### config.mk
export PLATFORM = sky130hd
export DESIGN_NAME = fetch_sequencer
export DESIGN_NICKNAME = d
export VERILOG_FILES = /design/src/rtl/fetch_sequencer_pkg.sv /design/src/rtl/fetch_sequencer_decode.sv /design/src/rtl/fetch_sequencer.sv
export SDC_FILE = /design/constraint.sdc
export NUM_CORES = 1
export LEC_CHECK = 0
export ABC_CLOCK_PERIOD_IN_PS = 3700
export BUFFER_PORTS_ARGS = -buffer_cell sky130_fd_sc_hd__buf_2
export CAP_MARGIN = 10
export CORE_MARGIN = 1.5
export CORE_UTILIZATION = 40
export CTS_CLUSTER_SIZE = 24
export DETAILED_ROUTE_END_ITERATION = 8
export HOLD_SLACK_MARGIN = 0.15
export PLACE_DENSITY = 0.8
export SYNTH_ARGS = -nofsm -noshare
export SYNTH_HDL_FRONTEND = slang
export SYNTH_SLANG_ARGS = --single-unit
export TNS_END_PERCENT = 50
### constraint.sdc
create_clock -name clk -period 3.7 [get_ports clk]
set_input_delay 0.555 -clock clk [delete_from_list [all_inputs] [get_ports clk]]
set_output_delay 0.555 -clock clk [all_outputs]
set_load 0.01 [all_outputs]
### src/rtl/fetch_sequencer_pkg.sv
// Shared CPU definitions for the fetch sequencer: FSM states, opcode
// constants and the default reset PC.
package fetch_sequencer_pkg;

    typedef enum logic [1:0] {
        ST_FETCH  = 2'd0,
        ST_LATCH  = 2'd1,
        ST_DECODE = 2'd2,
        ST_HALTED = 2'd3
    } fetch_state_t;

    localparam logic [3:0]  OP_BRANCH = 4'b1100;
    localparam logic [3:0]  OP_JUMP   = 4'b1000;
    localparam logic [15:0] RESET_PC  = 16'h0000;

    function automatic logic [15:0] sext8(input logic [7:0] value);
        return {{8{value[7]}}, value};
    endfunction

endpackage

### src/rtl/fetch_sequencer_decode.sv
// Combinational field extraction from the instruction register: opcode,
// condition, immediate/target select and register read index.
module instr_field_decode (
    input  logic [15:0] i_ir,
    input  logic [15:0] i_rtarget,
    output logic [7:0]  o_op,
    output logic [3:0]  o_cond,
    output logic [15:0] o_imm,
    output logic [3:0]  o_rsrc_idx
);
    import fetch_sequencer_pkg::*;

    assign o_op       = {i_ir[15:12], i_ir[7:4]};
    assign o_cond     = i_ir[11:8];
    assign o_rsrc_idx = i_ir[3:0];

    // Branches carry a signed displacement, jumps take a register target.
    always_comb begin
        o_imm = {8'h00, i_ir[7:0]};
        case (i_ir[15:12])
            OP_BRANCH: o_imm = sext8(i_ir[7:0]);
            OP_JUMP:   o_imm = i_rtarget;
            default:   o_imm = {8'h00, i_ir[7:0]};
        endcase
    end

endmodule

### src/rtl/fetch_sequencer.sv
// Instruction fetch sequencer: fetches a word, latches it, holds decoded
// fields until the datapath finishes, then takes the next PC.
module fetch_sequencer #(
    parameter logic [15:0] RESET_PC   = fetch_sequencer_pkg::RESET_PC,
    parameter logic [15:0] HALT_INSTR = 16'hFFFF
) (
    input  logic        clk,
    input  logic        reset_n,
    input  logic        stall,
    output logic [15:0] mem_addr,
    output logic        mem_rd,
    input  logic [15:0] mem_data,
    output logic [15:0] pc_out,
    output logic [7:0]  op_out,
    output logic [3:0]  cond_out,
    output logic [15:0] imm_out,
    output logic [3:0]  rsrc_idx,
    input  logic [15:0] rtarget,
    input  logic [15:0] dis_in,
    input  logic        exec_done,
    output logic        instr_valid,
    output logic        halted
);
    import fetch_sequencer_pkg::*;

    fetch_state_t r_state;
    fetch_state_t w_next_state;
    logic [15:0]  r_pc;
    logic [15:0]  r_ir;
    logic         w_load_ir;
    logic         w_load_pc;

    always_ff @(posedge clk) begin
        if (!reset_n) begin
            r_state <= ST_FETCH;
            r_pc    <= RESET_PC;
            r_ir    <= 16'h0000;
        end else if (!stall) begin
            r_state <= w_next_state;
            if (w_load_ir) r_ir <= mem_data;
            if (w_load_pc) r_pc <= dis_in;
        end
    end

    // Status strobes are suppressed while reset is asserted so the reset
    // cycle itself shows an idle sequencer.
    always_comb begin
        w_next_state = r_state;
        w_load_ir    = 1'b0;
        w_load_pc    = 1'b0;
        mem_rd       = 1'b0;
        instr_valid  = 1'b0;
        halted       = 1'b0;
        case (r_state)
            ST_FETCH: begin
                mem_rd       = reset_n && !stall;
                w_next_state = ST_LATCH;
            end
            ST_LATCH: begin
                w_load_ir    = 1'b1;
                w_next_state = ST_DECODE;
            end
            ST_DECODE: begin
                instr_valid = reset_n;
                if (r_ir == HALT_INSTR) begin
                    w_next_state = ST_HALTED;
                end else if (exec_done) begin
                    w_load_pc    = 1'b1;
                    w_next_state = ST_FETCH;
                end
            end
            ST_HALTED: begin
                halted = reset_n;
            end
            default: w_next_state = ST_FETCH;
        endcase
    end

    assign mem_addr = r_pc;
    assign pc_out   = r_pc;

    instr_field_decode u_decode (
        .i_ir       (r_ir),
        .i_rtarget  (rtarget),
        .o_op       (op_out),
        .o_cond     (cond_out),
        .o_imm      (imm_out),
        .o_rsrc_idx (rsrc_idx)
    );

endmodule

# Word level (Yosys, flattened, before mapping)
# Cells that the tools add are included.
# W data, S select, Z words.
# op_classes
n_eq_ne,7
muxes,11
n_bitwise,1
n_reduce_logical,7
# ops
op,count
$pmux W16 S2,1
$eq A16 B16 Y1 const B,1
$eq A4 B4 Y1 const B,2
$mux W1,7
$pmux W2 S3,1
$eq A2 B2 Y1 const B,2
$mux W2,2
$reduce_and A2 Y1,2
$ne A3 B3 Y1 const B,1
$reduce_and A3 Y1,1
$reduce_bool A3 Y1,1
$eq A2 B1 Y1 const B,1
$logic_not A2 Y1,1
$logic_and A1 B1 Y1,1
$logic_not A1 Y1,1
$not A1 Y1,1
# word_totals
word_cells,29
input_bits,52
output_inout_bits,67
reg_bits,34

# Logic depth before layout (Yosys ltp)
# logic_depth
depth_word,4
mapped_depth,7
depth_no_buf,6

# By module
# Synthesis repeated with hierarchy kept, for this count alone.
# hier_totals
cells_unflattened,237
area_unflattened_um2,1990.7
# by_module_without_submodules
mod,area_each_um2,seq_area_each_um2,cells_each,instances
fetch_sequencer,1639.1,680.7,192,1
instr_field_decode,351.6,0.0,45,1

# Least setup slack after synthesis
# No wires, ideal clock.
# synth_timing
path_kind,register to output
startpoint,register r_ir[12]
endpoint,output imm_out[0]
setup_slack_ps,1683
path_buffers,1
required_ps,3145
t_arrival_ps,1462
stages_incl_launch_ff,6
path_cell_list,dfxtp_1 -> nor2_1 -> nand2_1 -> nor2_1 -> buf_2 -> mux2_2
# synth_via
elab_chain_cells,2
word_cells_on_any_way,3
classes_between,eq/ne (2); mux (1)
# synth_lines
item,line_no,source
start: declaration,fetch_sequencer.sv:29,logic [15:0] r_ir;
start signal: assignment,fetch_sequencer.sv:40,if (w_load_ir) r_ir <= mem_data;
$eq A4 B4 Y1,fetch_sequencer_decode.sv:20,case (i_ir[15:12])
$pmux W16 S2 *,fetch_sequencer_decode.sv:20,
end: declaration,fetch_sequencer.sv:16,"output logic [15:0] imm_out,"
# Every way passes the cells marked *; elsewhere a longest branch is shown, timed or not.

# Worst setup path after layout
# layout_timing
startpoint,register r_ir[12]
endpoint,output imm_out[5]
# The elaborated chain is that of the path after synthesis.

==> metrics.json <==
{
  "cts.reportedPaths.clkPinSlew_ns": 0.07,
  "max-vdd-ir-drop_v": 0.000236,
  "dpl-instance-area_um2": 2250,
  "power.sequential.fraction_pct": 47.5,
  "worstPathMaxFanout": 16,
  "critPathMostFrequentCell": "sky130_fd_sc_hd__nor2_1",
  "critPathArrivalTime_ns": 2.20,
  "postCtsSetupBuffers": 0,
  "p_comb_share_pct": 11.9,
  "cp_slowest_cell": "sky130_fd_sc_hd__nor2_1",
  "instances_no_fill": 360,
  "netlist_area_um2": 1770,
  "final-setup-viol-count": 0,
  "groute.usage.overall_pct": 17.0,
  "detail-route-antenna-nets": 0,
  "post-route-period-util_pct": 74.5,
  "syn-num-nets": 269,
  "post_route_cells_drive_above_1_share_pct": 43.9,
  "cap_violations": 0,
  "drcViolationCount": 0,
  "clk_path_buf_depth": 2,
  "finalHoldViolations": 0,
  "minimum_clock_period_ns": 2.76,
  "hold_class": "register to register",
  "core.rowCount": 23,
  "fp.dieArea_um2": 4820,
  "routed_wirelength_um": 4180,
  "insertion_delay_ns": 0.28,
  "cpLargestDelayFamily": "simple AND/OR/NAND/NOR gates",
  "dpl.hpwl_um": 3200,
  "critPathRequiredTime_ns": 3.14,
  "slew_headroom_pct": 25.4,
  "power_switching_share_pct": 22.7,
  "grt_start_max_net_pins": 37,
  "place_inst": 352,
  "drt-vias-per-instance": 4.74,
  "floorplan.initialDensity_pct": 42.9,
  "cp_num_buf_inv": 1,
  "cp-end-kind": "primary output",
  "wl_per_cell_um": 11.6,
  "final_area_um2": 2360,
  "power.net_switching_uw": 183,
  "path_class": "register to primary output",
  "ys_top_cells_by_area": "sky130_fd_sc_hd__dfxtp_1 (39%), sky130_fd_sc_hd__nand2_1 (15%), sky130_fd_sc_hd__mux2i_1 (9.1%), sky130_fd_sc_hd__buf_4 (6.8%), sky130_fd_sc_hd__mux2_2 (5.1%)",
  "multi_input_area_um2": 898,
  "power.share.clock_pct": 40.5,
  "netlist.top_cell.by_area": "sky130_fd_sc_hd__dfxtp_1",
  "worst_pin_slew_ns": 1.11,
  "gr-total-overflow": 0,
  "placement.io_buffers": 118,
  "first_pass_grt_wire_length_um": 6850,
  "root_buffer": "sky130_fd_sc_hd__clkbuf_8",
  "slew_violations": 0,
  "power-per-cell-area_nw_per_um2": 342,
  "final_nets": 366,
  "synthDominantCellAreaShare_pct": 38.6,
  "cts_inserted_buffers": 5,
  "post_cts.resized_instances": 0,
  "final_util_pct": 57.3,
  "timing.critical_path.cells": "nor2_1 > nand2_1 > nor2_1 > mux2_2 > buf_2",
  "synth_sequential_area_ratio_pct": 38.6,
  "worst_clock_skew_ns": 0.00473,
  "synth_area_per_cell_um2": 8.33,
  "via_count": 1707,
  "cts_hold_buf": 0,
  "fill_cells": 383,
  "first_iter_violations": 63,
  "first_global_vias": 1573,
  "timing.critical_path.slowest_cell_delay_ns": 0.84,
  "clock_sinks": 34,
  "internal_power_uw": 623,
  "post_synth_inst_count": 212,
  "synth-seq-cells": 34,
  "max_freq_mhz": 363,
  "p_leak_nw": 1.27,
  "antenna_cells": 0,
  "clock_tree_from_tritoncts": "yes",
  "die-height_um": 69.4,
  "die_x_um": 69.4,
  "setup_total_negative_slack_ns": 0,
  "yosys_warnings": 0,
  "core-area_um2": 4120,
  "regArea_um2": 681,
  "antenna_violations_before_repair": 0,
  "grt_setup_unrepaired": "no",
  "library_cells_used_by_synthesis": 30,
  "startpoint_type": "register",
  "cts_htree_levels": 2,
  "pin_count": 119,
  "outcome": "finished, final reports clean",
  "final_gp_congestion": 0.722,
  "dr.pass1.iters": 4,
  "area_growth_pct": 33.5
}
## cell usage after synthesis, drive strengths merged
library cell   n
nand2         69
dfxtp         34
buf           20
a21oi         16
mux2i         16
clkbuf         9
a21o           8
mux2           8
ha             5
nand4          4
nor2           4
a31oi          2
and2           2
inv            2
nor2b          2
clkinv         1
nand2b         1
nand3b         1
nor3b          1
nor4           1
nor4bb         1
o21ai          1
o22ai          1
o31ai          1
o41ai          1
or4            1
## cell usage in the layout, fill, tap and decap left out, types with 3 or more instances in the layout
cell,instances
sky130_fd_sc_hd__nand4_1,3
sky130_fd_sc_hd__clkbuf_8,5
sky130_fd_sc_hd__mux2i_1,16
sky130_fd_sc_hd__nor2_1,4
sky130_fd_sc_hd__a21oi_1,16
sky130_fd_sc_hd__ha_1,5
sky130_fd_sc_hd__mux2_2,8
sky130_fd_sc_hd__buf_2,118
sky130_fd_sc_hd__dfxtp_1,34
sky130_fd_sc_hd__a21o_1,8
sky130_fd_sc_hd__nand2_1,69
## power groups by stage
stage                     clock network [mW]  registers, mW  logic, mW
after global routing                   0.350          0.384      0.108
after detailed placement                   0          0.391     0.0967
after CTS                              0.333          0.383     0.0972
final                                  0.326          0.383     0.0961
after global placement                     0          0.391     0.0953
after floorplan                            0          0.393     0.0481
## logic make-up after synthesis
group	after synthesis	share of synthesized area, %
simple gates	87	22.1
fa+ha+maj	5	3.54
compound gates	30	10.2
buf+inv	32	11.4
mux	24	14.2
flops	34	38.6
## layer usage
| metal | global-route usage (%) | routed length [um] | vias up |
|---|---|---|---|
| li1 | - | - | 878 |
| met1 | 19.6 | 1800 | 774 |
| met2 | 29.9 | 2100 | 48 |
| met3 | 3.49 | 196 | 7 |
| met4 | 7.84 | 76 | 0 |
| met5 | 0 | 0 | - |
## path summary, 6_finish.rpt
check | start | depth (start not counted) | end | slack [ns]
min reg2reg | mem_addr[6] | 2 | mem_addr[6] | 0.47
min | mem_addr[6] | 2 | mem_addr[6] | 0.47
max | r_ir[12] | 5 | imm_out[5] | 0.94
max reg2reg | r_state[1] | 5 | r_ir[13] | 1.78
## state kept, by name, summed over array words and instances (netlist names)
signal	flops
mem_addr	16
r_ir	16
r_state	2
## worst reg2reg max path: stages (launching register included)
cell	delay, ns
sky130_fd_sc_hd__dfxtp_1	0.37
sky130_fd_sc_hd__inv_1	0.10
sky130_fd_sc_hd__ha_1	0.20
sky130_fd_sc_hd__nor2b_1	0.87
sky130_fd_sc_hd__nand2_1	0.15
sky130_fd_sc_hd__a21oi_1	0.16
## through the flow
| step | setup slack [ns] | power [mW] | hold WS (ns) |
|---|---|---|---|
| CTS | 0.957 | 0.813 | 0.472 |
| floorplan | 1.68 | 0.441 | 0.491 |
| global placement | 1.38 | 0.486 | 0.450 |
| global route | 0.843 | 0.841 | 0.492 |
| finish | 0.942 | 0.806 | 0.467 |
| detailed placement | 1.29 | 0.488 | 0.462 |
## layout make-up
class	count	area share, %
Tap cell	50	2.65
Sequential cell	34	28.9
Multi-Input combinational cell	146	38.1
Clock buffer	7	3.24
Clock inverter	1	1.27
Timing Repair Buffer	119	25.4
Inverter	3	0.478
No activity file was read; power rests on OpenSTA's default activity.
